<file path="config.mk">
export PLATFORM = sky130hd
export DESIGN_NAME = alu_seq
export DESIGN_NICKNAME = d
export VERILOG_FILES = /design/src/rtl/alu_seq.sv
export SDC_FILE = /design/constraint.sdc
export NUM_CORES = 1
export LEC_CHECK = 0
export ABC_CLOCK_PERIOD_IN_PS = 6300
export BUFFER_PORTS_ARGS = -buffer_cell sky130_fd_sc_hd__buf_2
export CORE_MARGIN = 5
export CORE_UTILIZATION = 45
export DETAILED_ROUTE_END_ITERATION = 10
export PLACE_DENSITY = 0.66
export SLEW_MARGIN = 15
export SYNTH_ARGS = -nofsm -noshare
export SYNTH_HDL_FRONTEND = slang
export SYNTH_SLANG_ARGS = --single-unit
</file>
<file path="constraint.sdc">
create_clock -name i_clk -period 6.3 [get_ports i_clk]
set_input_delay 0.315 -clock i_clk [delete_from_list [all_inputs] [get_ports i_clk]]
set_output_delay 0.315 -clock i_clk [all_outputs]
set_load 0.05 [all_outputs]
</file>
<file path="src/rtl/alu_seq.sv">
// alu_seq: multi-cycle ALU with valid/ready handshakes on request and result.
//   Keeps the 6-bit opcode map and {C,S,V,Z} flags of the original 16-bit
//   combinational ALU. Adds:
//   - carry-in arithmetic (ADC/SBC)
//   - a true signed-overflow flag
//   - variable-count shifts, one bit per cycle
//   - a shift-add multiply, one multiplier bit per cycle
// Ports:
//   i_clk, i_rst              clock, synchronous active-high reset
//   i_valid / o_ready         request handshake (o_ready high only in IDLE)
//   i_ctrl, i_data_a,         opcode, operands and carry-in,
//   i_data_b, i_carry         captured on accept
//   o_valid / i_ready         result handshake (o_valid high only in DONE)
//   o_data, o_flag            result and {C,S,V,Z}; held while o_valid=1
module alu_seq #(
   parameter int WIDTH = 16,
   parameter int CNT_W = $clog2(WIDTH)
) (
   input  logic             i_clk,
   input  logic             i_rst,
   input  logic             i_valid,
   output logic             o_ready,
   input  logic [5:0]       i_ctrl,
   input  logic [WIDTH-1:0] i_data_a,
   input  logic [WIDTH-1:0] i_data_b,
   input  logic             i_carry,
   output logic             o_valid,
   input  logic             i_ready,
   output logic [WIDTH-1:0] o_data,
   output logic [3:0]       o_flag
);
   localparam int MSB = WIDTH - 1;

   localparam logic [5:0] OP_ADD  = 6'h0A, OP_SUB  = 6'h09, OP_INC  = 6'h1B, OP_DEC = 6'h08;
   localparam logic [5:0] OP_ADC  = 6'h0B, OP_SBC  = 6'h0D;
   localparam logic [5:0] OP_AND  = 6'h06, OP_OR   = 6'h12, OP_NOT  = 6'h14, OP_XOR = 6'h16;
   localparam logic [5:0] OP_SHL  = 6'h20, OP_SHR  = 6'h30, OP_SAL  = 6'h24, OP_SAR = 6'h34;
   localparam logic [5:0] OP_ROL  = 6'h22, OP_ROR  = 6'h32;
   localparam logic [5:0] OP_SHLN = 6'h28, OP_SHRN = 6'h38, OP_SARN = 6'h3C;
   localparam logic [5:0] OP_MUL  = 6'h0E;

   typedef enum logic [1:0] {IDLE, BUSY, DONE} state_t;

   state_t           state;
   logic [5:0]       op_q;
   logic [WIDTH-1:0] mcand_q;   // multiplicand for MUL
   logic [WIDTH-1:0] hi_q;      // upper product half (MUL)
   logic [WIDTH-1:0] lo_q;      // multiplier / low product (MUL), shift operand (xxxN)
   logic [CNT_W-1:0] cnt_q;     // remaining BUSY cycles minus one

   function automatic logic add_ovf(input logic sa, input logic sb, input logic sr);
      return (sa == sb) && (sr != sa);
   endfunction

   function automatic logic sub_ovf(input logic sa, input logic sb, input logic sr);
      return (sa != sb) && (sr != sa);
   endfunction

   function automatic logic [3:0] pack(input logic [WIDTH-1:0] r, input logic c, input logic v);
      return {c, r[MSB], v, (r == '0)};
   endfunction

   // Single-cycle result, computed straight from the inputs at accept time.
   // The default (pass A, C=0, V=0) also covers unlisted opcodes and
   // variable shifts with a zero count.
   logic [WIDTH:0]   ea, eb, ecin, one, sum;
   logic [WIDTH-1:0] s_res;
   logic             s_c, s_v;

   assign ea   = {1'b0, i_data_a};
   assign eb   = {1'b0, i_data_b};
   assign ecin = {{WIDTH{1'b0}}, i_carry};
   assign one  = {{WIDTH{1'b0}}, 1'b1};

   always_comb begin
      s_res = i_data_a;
      s_c   = 1'b0;
      s_v   = 1'b0;
      sum   = '0;
      case (i_ctrl)
         OP_ADD: begin
            sum = ea + eb;
            s_res = sum[MSB:0]; s_c = sum[WIDTH];
            s_v = add_ovf(i_data_a[MSB], i_data_b[MSB], sum[MSB]);
         end
         OP_ADC: begin
            sum = ea + eb + ecin;
            s_res = sum[MSB:0]; s_c = sum[WIDTH];
            s_v = add_ovf(i_data_a[MSB], i_data_b[MSB], sum[MSB]);
         end
         OP_INC: begin
            sum = ea + one;
            s_res = sum[MSB:0]; s_c = sum[WIDTH];
            s_v = add_ovf(i_data_a[MSB], 1'b0, sum[MSB]);
         end
         // For subtraction bit WIDTH of the extended difference is the borrow.
         OP_SUB: begin
            sum = ea - eb;
            s_res = sum[MSB:0]; s_c = sum[WIDTH];
            s_v = sub_ovf(i_data_a[MSB], i_data_b[MSB], sum[MSB]);
         end
         OP_SBC: begin
            sum = ea - eb - ecin;
            s_res = sum[MSB:0]; s_c = sum[WIDTH];
            s_v = sub_ovf(i_data_a[MSB], i_data_b[MSB], sum[MSB]);
         end
         OP_DEC: begin
            sum = ea - one;
            s_res = sum[MSB:0]; s_c = sum[WIDTH];
            s_v = sub_ovf(i_data_a[MSB], 1'b0, sum[MSB]);
         end
         OP_AND: s_res = i_data_a & i_data_b;
         OP_OR:  s_res = i_data_a | i_data_b;
         OP_NOT: s_res = ~i_data_a;
         OP_XOR: s_res = i_data_a ^ i_data_b;
         OP_SHL, OP_SAL: begin
            s_res = {i_data_a[MSB-1:0], 1'b0}; s_c = i_data_a[MSB];
         end
         OP_SHR: begin
            s_res = {1'b0, i_data_a[MSB:1]}; s_c = i_data_a[0];
         end
         OP_SAR: begin
            s_res = {i_data_a[MSB], i_data_a[MSB:1]}; s_c = i_data_a[0];
         end
         OP_ROL: begin
            s_res = {i_data_a[MSB-1:0], i_data_a[MSB]}; s_c = i_data_a[MSB];
         end
         OP_ROR: begin
            s_res = {i_data_a[0], i_data_a[MSB:1]}; s_c = i_data_a[0];
         end
         default: ;
      endcase
   end

   // One step of a variable-count shift; C tracks the bit just shifted out.
   logic [WIDTH-1:0] sh_n;
   logic             sh_c;

   always_comb begin
      case (op_q)
         OP_SHLN: begin sh_n = {lo_q[MSB-1:0], 1'b0};   sh_c = lo_q[MSB]; end
         OP_SHRN: begin sh_n = {1'b0, lo_q[MSB:1]};     sh_c = lo_q[0];   end
         default: begin sh_n = {lo_q[MSB], lo_q[MSB:1]}; sh_c = lo_q[0];  end
      endcase
   end

   // One shift-add multiply step: conditionally add the multiplicand into the
   // upper half, then shift the whole {carry, hi, lo} right by one. After
   // WIDTH steps {hi, lo} is the full 2*WIDTH-bit product.
   logic [WIDTH:0]   mul_sum;
   logic [WIDTH-1:0] mul_hi_n, mul_lo_n;

   assign mul_sum  = {1'b0, hi_q} + (lo_q[0] ? {1'b0, mcand_q} : {(WIDTH+1){1'b0}});
   assign mul_hi_n = mul_sum[WIDTH:1];
   assign mul_lo_n = {mul_sum[0], lo_q[MSB:1]};

   logic [CNT_W-1:0] shift_cnt;
   logic             is_shn;

   assign shift_cnt = i_data_b[CNT_W-1:0];
   assign is_shn    = (i_ctrl == OP_SHLN) || (i_ctrl == OP_SHRN) || (i_ctrl == OP_SARN);

   always_ff @(posedge i_clk) begin
      if (i_rst) begin
         state   <= IDLE;
         o_ready <= 1'b1;
         o_valid <= 1'b0;
         o_data  <= '0;
         o_flag  <= '0;
         op_q    <= '0;
         mcand_q <= '0;
         hi_q    <= '0;
         lo_q    <= '0;
         cnt_q   <= '0;
      end else begin
         case (state)
            IDLE: if (i_valid) begin
               op_q    <= i_ctrl;
               mcand_q <= i_data_a;
               if (is_shn && shift_cnt != '0) begin
                  lo_q    <= i_data_a;
                  cnt_q   <= shift_cnt - CNT_W'(1);
                  state   <= BUSY;
                  o_ready <= 1'b0;
               end else if (i_ctrl == OP_MUL) begin
                  lo_q    <= i_data_b;
                  hi_q    <= '0;
                  cnt_q   <= CNT_W'(WIDTH - 1);
                  state   <= BUSY;
                  o_ready <= 1'b0;
               end else begin
                  o_data  <= s_res;
                  o_flag  <= pack(s_res, s_c, s_v);
                  state   <= DONE;
                  o_valid <= 1'b1;
                  o_ready <= 1'b0;
               end
            end
            BUSY: begin
               cnt_q <= cnt_q - CNT_W'(1);
               if (op_q == OP_MUL) begin
                  hi_q <= mul_hi_n;
                  lo_q <= mul_lo_n;
                  if (cnt_q == '0) begin
                     o_data  <= mul_lo_n;
                     o_flag  <= pack(mul_lo_n, |mul_hi_n, 1'b0);
                     state   <= DONE;
                     o_valid <= 1'b1;
                  end
               end else begin
                  lo_q <= sh_n;
                  if (cnt_q == '0) begin
                     o_data  <= sh_n;
                     o_flag  <= pack(sh_n, sh_c, 1'b0);
                     state   <= DONE;
                     o_valid <= 1'b1;
                  end
               end
            end
            DONE: if (i_ready) begin
               state   <= IDLE;
               o_valid <= 1'b0;
               o_ready <= 1'b1;
            end
            default: begin
               state   <= IDLE;
               o_valid <= 1'b0;
               o_ready <= 1'b1;
            end
         endcase
      end
   end
endmodule
</file>
# Yosys cells after proc, flatten, opt, wreduce, memory -nomap -nowiden
# Cells that the tools add are included.
[totals]
out_inout_bits = 22
input_bits = 43
ff_bits = 82
[op_classes]
n_eq_ne = 41
n_bitwise = 6
n_reduce_logical = 27
addsub = 9
n_mux = 49
[op_table]
columns = ["cell", "count"]
rows = [
  ["$mux W16", 15],
  ["$pmux W16 S15", 1],
  ["$pmux W16 S2", 4],
  ["$eq A6 B6 Y1 const B", 11],
  ["$logic_not A16 Y1", 3],
  ["$eq A6 B4 Y1 const B", 7],
  ["$mux W4", 9],
  ["$add A16 B16 Y17", 2],
  ["$eq A6 B5 Y1 const B", 4],
  ["$add A16 B1 Y17 const B", 1],
  ["$add A17 B1 Y17", 1],
  ["$sub A16 B1 Y17 const B", 1],
  ["$sub A16 B16 Y17", 1],
  ["$sub A17 B1 Y17", 1],
  ["$and A16 B16 Y16", 1],
  ["$not A16 Y16", 1],
  ["$or A16 B16 Y16", 1],
  ["$pmux W4 S2", 2],
  ["$reduce_or A16 Y1", 1],
  ["$xor A16 B16 Y16", 1],
  ["$reduce_and A5 Y1", 3],
  ["$ne A2 B2 Y1 const B", 7],
  ["$mux W2", 5],
  ["$reduce_and A3 Y1", 3],
  ["22 further kinds", 46],
]

# Longest topological paths before layout
# Gate-level depths: netlist of the first run.
[logic_depth]
ltp_word = 9
ltp_mapped = 16

# Worst setup path after synthesis of the first run
# No wires, ideal clock.
[synth_timing]
path_type = "input-to-reg"
startpoint = "input port i_data_a[4]"
endpoint = "register o_flag[2]"
path_slack_ps = 2132
setup_time_ps = 79
stages = 16
n_path_buf = 3
required_time_ps = 6221
t_arrival_ps = 4089
path_cell_list = "clkbuf_1 -> clkbuf_1 -> inv_1 -> ha_1 -> buf_4 -> nor3b_2 -> nor3_2 -> a32oi_4 -> xnor2_1 -> or4_4 -> or2_1 -> or4_1 -> a21oi_1 -> o32ai_1 -> o22a_1 -> a211oi_2"
[synth_via]
elab_chain_cells = 7
[synth_rtl]
columns = ["item", "line_no", "text"]
rows = [
  ["from (decl)", "24", "input logic [WIDTH-1:0] i_data_a,"],
  ["$sub A16 B16 Y17 / $add A16 B16 Y17 (equally long branches)", "--", ""],
  ["$sub A17 B1 Y17 / $add A17 B1 Y17 (equally long branches)", "103, 87", ""],
  ["$pmux W16 S15 (*)", "80", "case (i_ctrl)"],
  ["$mux W4 (*)", "185", "end else if (i_ctrl == OP_MUL) begin"],
  ["$mux W4 (*)", "180", "if (is_shn && shift_cnt != '0) begin"],
  ["$mux W4 (*)", "177", "IDLE: if (i_valid) begin"],
  ["$pmux W4 S2 (*)", "176", "case (state)"],
  ["to (signal assigned)", "193", "o_flag <= pack(s_res, s_c, s_v);"],
  ["to (signal assigned)", "206", "o_flag <= pack(mul_lo_n, |mul_hi_n, 1'b0);"],
  ["to (signal assigned)", "214", "o_flag <= pack(sh_n, sh_c, 1'b0);"],
  ["to (decl)", "30", "output logic [3:0] o_flag"],
]
# Mark *: on every way between the ends. The rest lies on a longest branch, timed or not. The select of a mux whose other input is x is not followed.
# A chain may end at the register's enable or synchronous reset.

# Worst setup path after layout of the first run
[layout_timing]
startpoint = "register lo_q[0]"
endpoint = "register o_flag[3]"
[layout_via]
elab_chain_cells = 6
[layout_rtl]
columns = ["item", "line_no", "text"]
rows = [
  ["from (decl)", "48", "logic [WIDTH-1:0] lo_q;"],
  ["from (signal assigned)", "181", "lo_q <= i_data_a;"],
  ["from (signal assigned)", "186", "lo_q <= i_data_b;"],
  ["from (signal assigned)", "203", "lo_q <= mul_lo_n;"],
  ["$mux W16", "153", "assign mul_sum = {1'b0, hi_q} + (lo_q[0] ? {1'b0, mcand_q} : {(WIDTH+1){1'b0}});"],
  ["$add A16 B16 Y17", "153", ""],
  ["$reduce_or A16 Y1", "206", ""],
  ["$mux W4", "204", "if (cnt_q == '0) begin"],
  ["$mux W4 (*)", "201", "if (op_q == OP_MUL) begin"],
  ["$pmux W4 S2 (*)", "176", ""],
]
# Marks and branches as above.

==> impl_metrics.csv, run 1 <==
group,metric,value,unit
run_status,status,"finished clean",
timing,setup-violations-final,0,
synthesis,synth_compound_area_share,29.8,%
drt,drc_errors,0,
clocking,cts_resized,0,
power_and_ir_drop,ir_worst_vdd,131,uV
global_route,overflow,0,
timing,period_needed,4.39,ns
floorplanning,io_pins,65,
clocking,cts_tree,"yes",
hold_path,hold-path-endpoint,"hi_q[11]$_SDFFE_PP0P_",
worst_setup_path,crit_arrival,4.61,ns
layout,n_antenna_cell,0,
power_and_ir_drop,p_switching,0.000691,W
floorplanning,die_h,155,microns
drt,via_per_inst,6.51,
clocking,cts_setup_buffers,0,
drt,met3WireLength,3120,microns
clocking,insertion_delay,0.35,ns
synthesis,synth_top_area_share,17.1,%
synthesis,synth-edff-count,0,
timing,grt_setup_unrepaired,"no",
layout,finalNetCount,1475,
power_and_ir_drop,swShare,39.3,%
power_and_ir_drop,p_int,0.00107,W
place,placed_cells_incl_taps,1614,
place,dp.final_hpwl,26500,microns
hold_path,worst_hold_path.num_cells,2,
synthesis,synth_flop_cell,"dfxtp_1",
drt,wl_per_cell,22.0,microns
power_and_ir_drop,p_seq_share,31.5,%
worst_setup_path,required,6.52,ns
worst_setup_path,r2r_start,"lo_q[0]$_SDFFE_PP0P_",
clocking,cts_htree_levels,3,
synthesis,yosysWarnings,0,
place,portBuffers,64,
timing,fmax,228,MHz
worst_setup_path,critPathCaptureType,"flop",
power_and_ir_drop,clockPowerShare,31.6,%
hold_path,min_from,"i_rst",
synthesis,syn_nets,1491,
global_route,grt_usage,28.9,%
floorplanning,dieArea,24100,sq um
synthesis,synth_cell_types,89,
clocking,clock_path_buffers,2,
flow_run,cap_violations,0,
synthesis,synth-simple-area-share,29.1,%
power_and_ir_drop,comb_power_share,37.0,%
synthesis,avgSynthCellArea,6.95,sq um
synthesis,synthAdderAreaFrac,11.2,%
timing,fin_skew,0.0119,ns
worst_setup_path,path_class,"reg2reg",
clocking,tritoncts.num_buffers,9,
hold_path,min_path_type,"in2reg",
floorplanning,die_w,155,microns
drt,drt_first_pass_iters,6,
global_route,grt_max_degree,76,
layout,layout.cells.non_filler,1630,
drt,num_vias,10600,
global_route,grt_pass1_vias,9851,
synthesis,ys_top_cells_by_area,"dfxtp_1 17%, ha_1 10%, a21oi_1 6.9%, nand2_1 6.8%, nor2_1 4.8%",
power_and_ir_drop,cellPowerDensity,173,nW/um^2
timing,finalHoldViolCount,0,
synthesis,synth_xor_area_share,5.72,%
synthesis,syn_inst,1366,
worst_setup_path,cp_max_fo,20,
drt,drtAntennaViolNets,0,
drt,wl,35800,microns
power_and_ir_drop,p_leak,3.92,nW
synthesis,seq_area_frac_synth,17.1,%
synthesis,ys_seq_elements,81,
floorplanning,coreArea,20900,sq um
worst_setup_path,reg2reg_slack,1.91,ns
clocking,clk_pin_slew_worst_paths,0.07,ns
timing,fin_crit_sh,69.7,%
floorplanning,num_rows,53,
synthesis,yosys.area.top_type,"dfxtp_1",
worst_setup_path,reg2reg_depth,13,
clocking,ctsHoldBuffers,0,
timing,drv_slew,0,
place,gp_congestion,0.990,
synthesis,synth_top_family_by_area,"compound AO/OA/AOI/OAI gates",
worst_setup_path,rr_endpoint,"o_flag[3]$_SDFFE_PP0P_",
drt,met2WireLength,15300,microns
clocking,cts_sinks,81,
synthesis,muxShareOfSynthArea,0.541,%
clocking,root_buffer,"clkbuf_16",
drt,drt_iter0_drc,1207,
layout,area_growth,7.27,%
global_route,antenna_found_initial,0,
synthesis,async_reset_ff_share,0,%
drt,met1Wirelength,15300,microns
floorplanning,initial_core_util,45.4,%
worst_setup_path,start_kind,"flop",
global_route,grt_pass1_wl,55800,microns
timing,tns,0,ns
drt,top_layer,"met4",
timing,worst_pin_slew,1.14,ns
timing,relSlewSlack,23.7,%
synthesis,syn_area,9490,sq um
layout,layout-drive-gt1-share,8.78,%
power groups by stage:
stage | Combinational [W] | Clock [W] | Sequential, W
floorplan | 0.000419 | 0 | 0.000600
global placement | 0.000628 | 0 | 0.000564
detailed placement | 0.000628 | 0 | 0.000565
CTS | 0.000631 | 0.000569 | 0.000553
global route | 0.000695 | 0.000583 | 0.000556
finish | 0.000649 | 0.000554 | 0.000553
worst max-delay path, cell delays in order, from the launching register on:
cell,delay (ns)
dfxtp_1,0.74
and2_1,0.28
ha_1,0.24
a21o_1,0.19
a21oi_1,0.21
o21ai_0,0.17
or4_1,0.47
and3_1,0.21
o21ai_0,0.15
a21boi_0,0.13
or4_1,0.53
or4_1,0.41
nor4_1,0.42
o22ai_1,0.11
metrics by stage:
stage,utilization [%],total power [W],hold slack [ns],area (sq um),setup WS (ns)
finish,48.7,0.00176,0.291,10200,1.91
global route,48.7,0.00183,0.308,10200,1.56
CTS,48.7,0.00175,0.286,10200,1.94
detailed placement,47.2,0.00119,0.442,9870,1.74
global placement,47.2,0.00119,0.438,9870,1.80
floorplan,-,0.00102,0.432,9490,2.13
layout make-up:
| cell class | count | area [sq um] |
|---|---|---|
| clock inverters | 6 | 72.6 |
| clock buffers | 10 | 239 |
| well taps | 275 | 344 |
| fillers | 2137 | 10700 |
| multi-input cells | 1126 | 7280 |
| inverters | 55 | 206 |
| repair buffers | 77 | 418 |
| flip-flops and latches | 81 | 1620 |
layer usage:
layer | GRT usage (%) | vias to the layer above
met4 | 14.8 | 0
met1 | 39.6 | 4975
li1 | - | 4984
met2 | 44.0 | 541
met5 | 0 | -
met3 | 4.51 | 110
cell families (layout without fill, tap and decap cells):
| group | Yosys count | in the layout |
|---|---|---|
| adders and majority gates | 83 | 83 |
| AOI/OAI and AO/OA | 418 | 418 |
| buffers and inverters | 159 | 148 |
| and+or+nand+nor | 558 | 558 |
| DFF | 81 | 81 |
| xor gates and xnor gates | 62 | 62 |
| muxes | 5 | 5 |
worst max-delay path by stage:
stage,start,cells after the start,end
finish,lo_q[0]$_SDFFE_PP0P_,13,o_flag[3]$_SDFFE_PP0P_
global route,lo_q[0]$_SDFFE_PP0P_,13,o_flag[3]$_SDFFE_PP0P_
CTS,lo_q[0]$_SDFFE_PP0P_,13,o_flag[3]$_SDFFE_PP0P_
detailed placement,i_data_a[5],14,o_data[14]$_SDFFE_PP0P_
global placement,i_data_a[0],16,o_flag[2]$_SDFFE_PP0P_
floorplan,i_data_a[4],16,o_flag[2]$_SDFFE_PP0P_
flip-flops by register name, summed over array words and instances (netlist names):
signal,count
o_valid,1
lo_q,16
state,2
op_q,6
o_ready,1
cnt_q,4
o_data,15
mcand_q,16
o_flag,4
hi_q,16
synth_stat cells, drive strengths merged (24+ instances only):
cell and number:
dfxtp 81, inv 53, nor3 39, o211ai 27, o21ai 55, nand3 43
nand2 173, and3 24, ha 79, xnor2 46, a21oi 131, clkbuf 89
nor2 121
cells in the final DEF, fill, tap and decap left out, drive strengths merged, types with 10 or more instances in the layout:
master  netlist  final
buf          15     77
a22oi        23     23
inv          53     56
o211ai       27     27
a211oi       16     16
or4          15     15
nand4        21     21
xor2         16     16
a221oi       15     15
nor2b        20     20
clkbuf       89     10
dfxtp        81     81
or2          10     10
and3         24     24
nor3         39     39
nand3        43     43
nor2        121    121
or3          11     11
and2         23     23
a21oi       131    131
a31oi        19     19
ha           79     79
xnor2        46     46
nor4         20     20
o22ai        18     18
nand2b       10     10
o21ai        55     55
nand2       173    173
Note: power is estimated with default switching activity, not from simulation.
==> inputs of run 2 (changes only) <==
--- a/config.mk
+++ b/config.mk
@@ -5,7 +5,8 @@
 export SDC_FILE = /design/constraint.sdc
 export NUM_CORES = 1
 export LEC_CHECK = 0
-export ABC_CLOCK_PERIOD_IN_PS = 6300
+export ABC_AREA = 1
+export ABC_CLOCK_PERIOD_IN_PS = 4100
 export BUFFER_PORTS_ARGS = -buffer_cell sky130_fd_sc_hd__buf_2
 export CORE_MARGIN = 5
 export CORE_UTILIZATION = 45
==> constraint.sdc (replaced) <==
create_clock -name i_clk -period 4.1 [get_ports i_clk]
set_input_delay 0.205 -clock i_clk [delete_from_list [all_inputs] [get_ports i_clk]]
set_output_delay 0.205 -clock i_clk [all_outputs]
set_load 0.05 [all_outputs]
==> run 2 against run 1 <==
  * Sequential share of layout area down 1.5 points
  * Sequential cell count unchanged
  * Critical path depth up 8
  * Final cell count up 33%
  * Die area up 7.7%
  * Critical path type is now in2reg
==> impl_metrics.csv, run 2 <==
group,metric,value,unit
timing,worst_pin_slew,0.944,ns
layout,layout.cells.non_filler,2166,
layout,layout_common_cells,"509 x nand2_1, 232 x nand3_1, 206 x inv_1",
clocking,cts_htree_levels,3,
place,gp_congestion,1.03,
drt,drt_first_pass_iters,8,
place,placed_area,10900,sq um
clocking,tritoncts.num_buffers,9,
worst_setup_path,required,4.39,ns
timing,relSlewSlack,36.5,%
worst_setup_path,crit_chain,"buf_2 -> clkinv_1 -> ha_1 -> inv_1 -> fa_1 -> inv_1 -> ha_1 -> inv_1 -> nor2_1 -> nand3_1 -> nor2_1 -> nand3_1 -> nor2_2 -> nand4_1 -> nand3_1 -> nand3_1 -> nand2_1 -> nand3_1 -> nor2_1 -> nor2_1 -> nor2_1",
place,dp_slack,0.504,ns
worst_setup_path,critPathSlowestCell,"fa_1",
drt,num_vias,12800,
hold_path,min_path_type,"in2reg",
worst_setup_path,crit_arrival,3.63,ns
floorplanning,dieArea,25900,sq um
timing,finalHoldViolCount,0,
layout,finalNetCount,2001,
timing,fmax,299,MHz
clocking,cts_sinks,81,
place,placed_cells_incl_taps,2150,
power_and_ir_drop,cellPowerDensity,312,nW/um^2
timing,grt_setup_unrepaired,"no",
floorplanning,io_pins,65,
layout,n_antenna_cell,0,
worst_setup_path,cp_max_fo,11,
timing,fin_skew,0.0119,ns
synthesis,synth-edff-count,0,
global_route,overflow,0,
drt,drc_errors,0,
floorplanning,coreArea,22600,sq um
synthesis,synth_common_cells,"509 x nand2_1, 232 x nand3_1, 206 x inv_1",
layout,area_growth,9.44,%
timing,setup-violations-final,0,
synthesis,ys_seq_elements,81,
floorplanning,initial_core_util,45.5,%
synthesis,ys_top_cells_by_area,"nand2_1 19%, dfxtp_1 16%, nand3_1 11%, ha_1 9.6%, inv_1 7.5%",
floorplanning,num_rows,55,
synthesis,avgSynthCellArea,5.60,sq um
flow_run,cap_violations,0,
timing,setup_slack,0.755,ns
worst_setup_path,max_stage_delay,0.43,ns
synthesis,synth_cell_types,48,
synthesis,async_reset_ff_share,0,%
clocking,insertion_delay,0.36,ns
timing,drv_slew,0,
drt,drt_iter0_drc,1541,
synthesis,synth.most_common_cell,"nand2_1",
synthesis,syn_inst,1833,
layout,top_regs,"hi_q: 16 flops, lo_q: 16 flops, mcand_q: 16 flops",
clocking,ctsHoldBuffers,0,
drt,drtAntennaViolNets,0,
floorplanning,die_w,161,microns
drt,wl,44300,microns
synthesis,syn_nets,1958,
global_route,antenna_found_initial,0,
worst_setup_path,critPathCaptureType,"flop",
clocking,root_buffer,"clkbuf_16",
timing,period_needed,3.35,ns
power_and_ir_drop,p_leak,5.71,nW
global_route,grt_usage,33.0,%
place,dp.final_hpwl,35300,microns
clocking,cts_setup_buffers,0,
floorplanning,die_h,161,microns
clocking,cts_tree,"yes",
timing,fin_crit_sh,81.6,%
synthesis,synth_top_area_share,18.6,%
power_and_ir_drop,ir_worst_vdd,231,uV
layout,fin_area,11200,sq um
synthesis,yosys.area.top_type,"nand2_1",
global_route,grt_max_degree,59,
clocking,clock_path_buffers,2,
layout,fillCellCount,2481,
clocking,cts_resized,0,
drt,wl_per_cell,20.5,microns
layout,mostFrequentLayoutCell,"nand2_1",
run_status,status,"finished clean",
layout,layout-drive-gt1-share,8.83,%
synthesis,yosysWarnings,0,
synthesis,syn_area,10300,sq um
place,portBuffers,64,
drt,via_per_inst,5.90,
synthesis,seq_area_frac_synth,15.8,%
synthesis,synth_flop_cell,"dfxtp_1",
global_route,grt_pass1_wl,67300,microns
worst_setup_path,start_kind,"primary input",
clocking,clk_pin_slew_worst_paths,0.07,ns
timing,tns,0,ns
worst_setup_path,path_class,"in2reg",
global_route,grt_pass1_vias,11900,
==> run 2: path summary, 6_finish.rpt <==
kind | start | end | slack [ns] | cells after the start
setup / recovery | i_data_a[0] | o_flag[0]$_SDFFE_PP0P_ | 0.75 | 21
hold / removal | i_ctrl[5] | op_q[5]$_SDFFE_PP0P_ | 0.17 | 3
setup reg to reg | lo_q[0]$_SDFFE_PP0P_ | o_flag[3]$_SDFFE_PP0P_ | 1.15 | 16
hold reg to reg | o_valid$_SDFFE_PP0P_ | o_valid$_SDFFE_PP0P_ | 0.47 | 2
==> run 2: critical path: cells and delay by family <==
kind | cells | cell delay (ns)
buf+inv | 5 | 0.81
fa+ha+maj | 3 | 0.93
simple gates | 13 | 1.69
==> run 2: layer usage <==
metal / vias to the layer above / global-route usage (%) / routed length, microns
met5: - / 0 / 0
met4: 0 / 18.4 / 2850
met3: 149 / 5.15 / 3940
met2: 673 / 52.2 / 19200
met1: 5814 / 42.9 / 18300
li1: 6153 / - / -
==> run 2: logic make-up after synthesis <==
kind of cell | synth area share (%)
buffers and inverters | 11.5
flip-flops | 15.8
AND/OR/NAND/NOR | 43.4
XOR/XNOR | 1.28
adder cells (fa/ha/maj) | 10.2
AO/OA/AOI/OAI | 17.9
==> run 2: power breakdown <==
group          total (W)  internal, W  leakage [nW]  switching (W)
clock network   0.000925     0.000545         0.159       0.000380
registers       0.000993     0.000907         0.665      0.0000860
logic            0.00159     0.000420          4.89        0.00117
==> run 2: through the flow <==
step | hold WS [ns] | util (%) | power (W)
after global placement | 0.450 | 48.3 | 0.00255
after global routing | 0.192 | 49.8 | 0.00369
after floorplan | 0.283 | - | 0.00207
after CTS | 0.162 | 49.8 | 0.00347
final | 0.172 | 49.8 | 0.00351
after detailed placement | 0.461 | 48.3 | 0.00255
==> run 2: area by class of cell <==
class,count,area (sq um),area share (%)
Clock buffer,9,225,2.00
Timing Repair Buffer,103,613,5.45
Clock inverter,7,105,0.935
Sequential cell,81,1620,14.4
Multi-Input combinational cell,1456,7480,66.5
Tap cell,285,357,3.17
Inverter,225,845,7.51
==> inputs of run 3 (changes only) <==
--- a/config.mk
+++ b/config.mk
@@ -6,7 +6,7 @@
 export NUM_CORES = 1
 export LEC_CHECK = 0
 export ABC_AREA = 1
-export ABC_CLOCK_PERIOD_IN_PS = 4100
+export ABC_CLOCK_PERIOD_IN_PS = 3350
 export BUFFER_PORTS_ARGS = -buffer_cell sky130_fd_sc_hd__buf_2
 export CORE_MARGIN = 5
 export CORE_UTILIZATION = 45
==> constraint.sdc (replaced) <==
create_clock -name i_clk -period 3.35 [get_ports i_clk]
set_input_delay 0.1675 -clock i_clk [delete_from_list [all_inputs] [get_ports i_clk]]
set_output_delay 0.1675 -clock i_clk [all_outputs]
set_load 0.05 [all_outputs]
==> run 3 against run 2 <==
  * Final cell count up 3.6%
  * Register-to-register slack got worse by 0.79 ns
  * Critical path depth grew 2
  * Core utilization grew 2.5 points
  * Sequential share of layout area decreased by 0.68 points
==> impl_metrics.csv, run 3 (synthesized netlist as in run 2, its figures left out) <==
group,metric,value,unit
run_status,status,"finished clean",
clocking,clk_pin_slew_worst_paths,0.07,ns
timing,worst_pin_slew,0.699,ns
drt,wl_per_cell,20.2,microns
layout,finalNetCount,2078,
timing,fin_skew,0.0122,ns
global_route,grt_pass1_vias,12200,
floorplanning,coreArea,22600,sq um
place,dp_slack,0.0198,ns
layout,layout_common_cells,"509 x nand2_1, 232 x nand3_1, 206 x inv_1",
clocking,ctsHoldBuffers,0,
floorplanning,dieArea,25900,sq um
layout,area_growth,14.9,%
drt,drt_first_pass_iters,6,
floorplanning,initial_core_util,45.5,%
timing,tns,0,ns
layout,mostFrequentLayoutCell,"nand2_1",
place,dp.final_hpwl,37100,microns
layout,fin_area,11800,sq um
clocking,tritoncts.num_buffers,9,
drt,wl,45300,microns
floorplanning,io_pins,65,
global_route,grt_pass1_wl,69600,microns
worst_setup_path,cp_max_fo,6,
clocking,root_buffer,"clkbuf_16",
clocking,cts_sinks,81,
power_and_ir_drop,ir_worst_vdd,282,uV
place,portBuffers,64,
place,placed_area,11500,sq um
layout,fin_util,52.3,%
timing,finalHoldViolCount,0,
layout,top_regs,"hi_q: 16 flops, lo_q: 16 flops, mcand_q: 16 flops",
floorplanning,die_w,161,microns
timing,relSlewSlack,53.3,%
flow_run,cap_violations,0,
clocking,cts_tree,"yes",
place,gp_congestion,0.986,
timing,fin_crit_sh,93.2,%
power_and_ir_drop,cellPowerDensity,366,nW/um^2
global_route,grt_usage,34.1,%
worst_setup_path,start_kind,"primary input",
clocking,cts_htree_levels,3,
power_and_ir_drop,p_leak,6.07,nW
worst_setup_path,critPathCaptureType,"flop",
drt,drtAntennaViolNets,0,
global_route,antenna_found_initial,1,
floorplanning,die_h,161,microns
worst_setup_path,crit_arrival,3.40,ns
timing,drv_slew,0,
worst_setup_path,required,3.63,ns
global_route,overflow,0,
drt,via_per_inst,5.84,
floorplanning,num_rows,55,
global_route,grt_max_degree,59,
drt,drt_iter0_drc,1490,
clocking,cts_resized,0,
clocking,cts_setup_buffers,0,
timing,setup-violations-final,0,
drt,num_vias,13100,
timing,period_needed,3.12,ns
worst_setup_path,path_class,"in2reg",
timing,fmax,320,MHz
drt,drc_errors,0,
clocking,insertion_delay,0.35,ns
timing,grt_setup_unrepaired,"no",
clocking,clock_path_buffers,2,
layout,layout-drive-gt1-share,12.4,%
hold_path,min_path_type,"in2reg",
timing,setup_slack,0.228,ns
-- run 3: cell count changes in the layout (fill, tap and decap cells not counted), sizes merged --
cell	change
diode	+2
clkinv	+2
inv	-1
buf	+77
bufinv	-1
-- run 3: area by class of cell --
type | instances | area, sq um
Fill cell | 2449 | 10800
Multi-Input combinational cell | 1456 | 7470
Sequential cell | 81 | 1620
Timing Repair Buffer | 180 | 1190
Inverter | 225 | 845
Tap cell | 285 | 357
Clock buffer | 9 | 225
Clock inverter | 7 | 83.8
Antenna cell | 2 | 5.00
-- run 3: routing by layer --
metal,global-route usage [%],vias to the layer above,wire (microns)
li1,-,6326,-
met1,45.0,6011,18900
met2,54.9,637,19900
met3,5.28,145,3970
met4,15.8,0,2500
met5,0,-,0
-- run 3: power breakdown --
part | switching [W] | leakage (nW) | internal, W | total, W
clock | 0.000458 | 0.149 | 0.000591 | 0.00105
combinational | 0.00145 | 5.26 | 0.000604 | 0.00205
sequential | 0.000105 | 0.665 | 0.00111 | 0.00121
total | 0.00201 | 6.07 | 0.00230 | 0.00432
-- run 3: final timing paths --
kind,end,startpoint,cells after the start,slack (ns)
hold reg to reg,hi_q[8]$_SDFFE_PP0P_,hi_q[8]$_SDFFE_PP0P_,2,0.47
setup reg to reg,o_flag[3]$_SDFFE_PP0P_,lo_q[0]$_SDFFE_PP0P_,16,0.36
setup / recovery,o_flag[0]$_SDFFE_PP0P_,i_data_a[0],23,0.23
hold / removal,op_q[5]$_SDFFE_PP0P_,i_ctrl[5],3,0.15
-- run 3: metrics by stage --
stage	power (W)	instances	hold WS, ns
3_3_place_gp	0.00322	2227	0.453
5_1_grt	0.00457	2243	0.170
6_report	0.00432	2245	0.148
3_5_place_dp	0.00324	2227	0.456
4_1_cts	0.00428	2243	0.146
2_1_floorplan	0.00253	1833	0.246
-- run 3: worst max-delay path: stages --
cell     delay [ns]
buf_2          0.11
buf_4          0.15
ha_1           0.22
fa_1           0.54
nand2_1        0.13
nand2_1        0.15
nor2_1         0.17
inv_1          0.06
nand3_1        0.06
nand2_1        0.07
nor2_1         0.10
nand2_1        0.05
nor2_1         0.29
nand3_1        0.12
a21oi_1        0.14
nand2_1        0.06
nor2_1         0.30
nand2_1        0.09
nor2_1         0.10
nand3_1        0.08
nor2_1         0.09
nor2_1         0.05
nor2_1         0.09
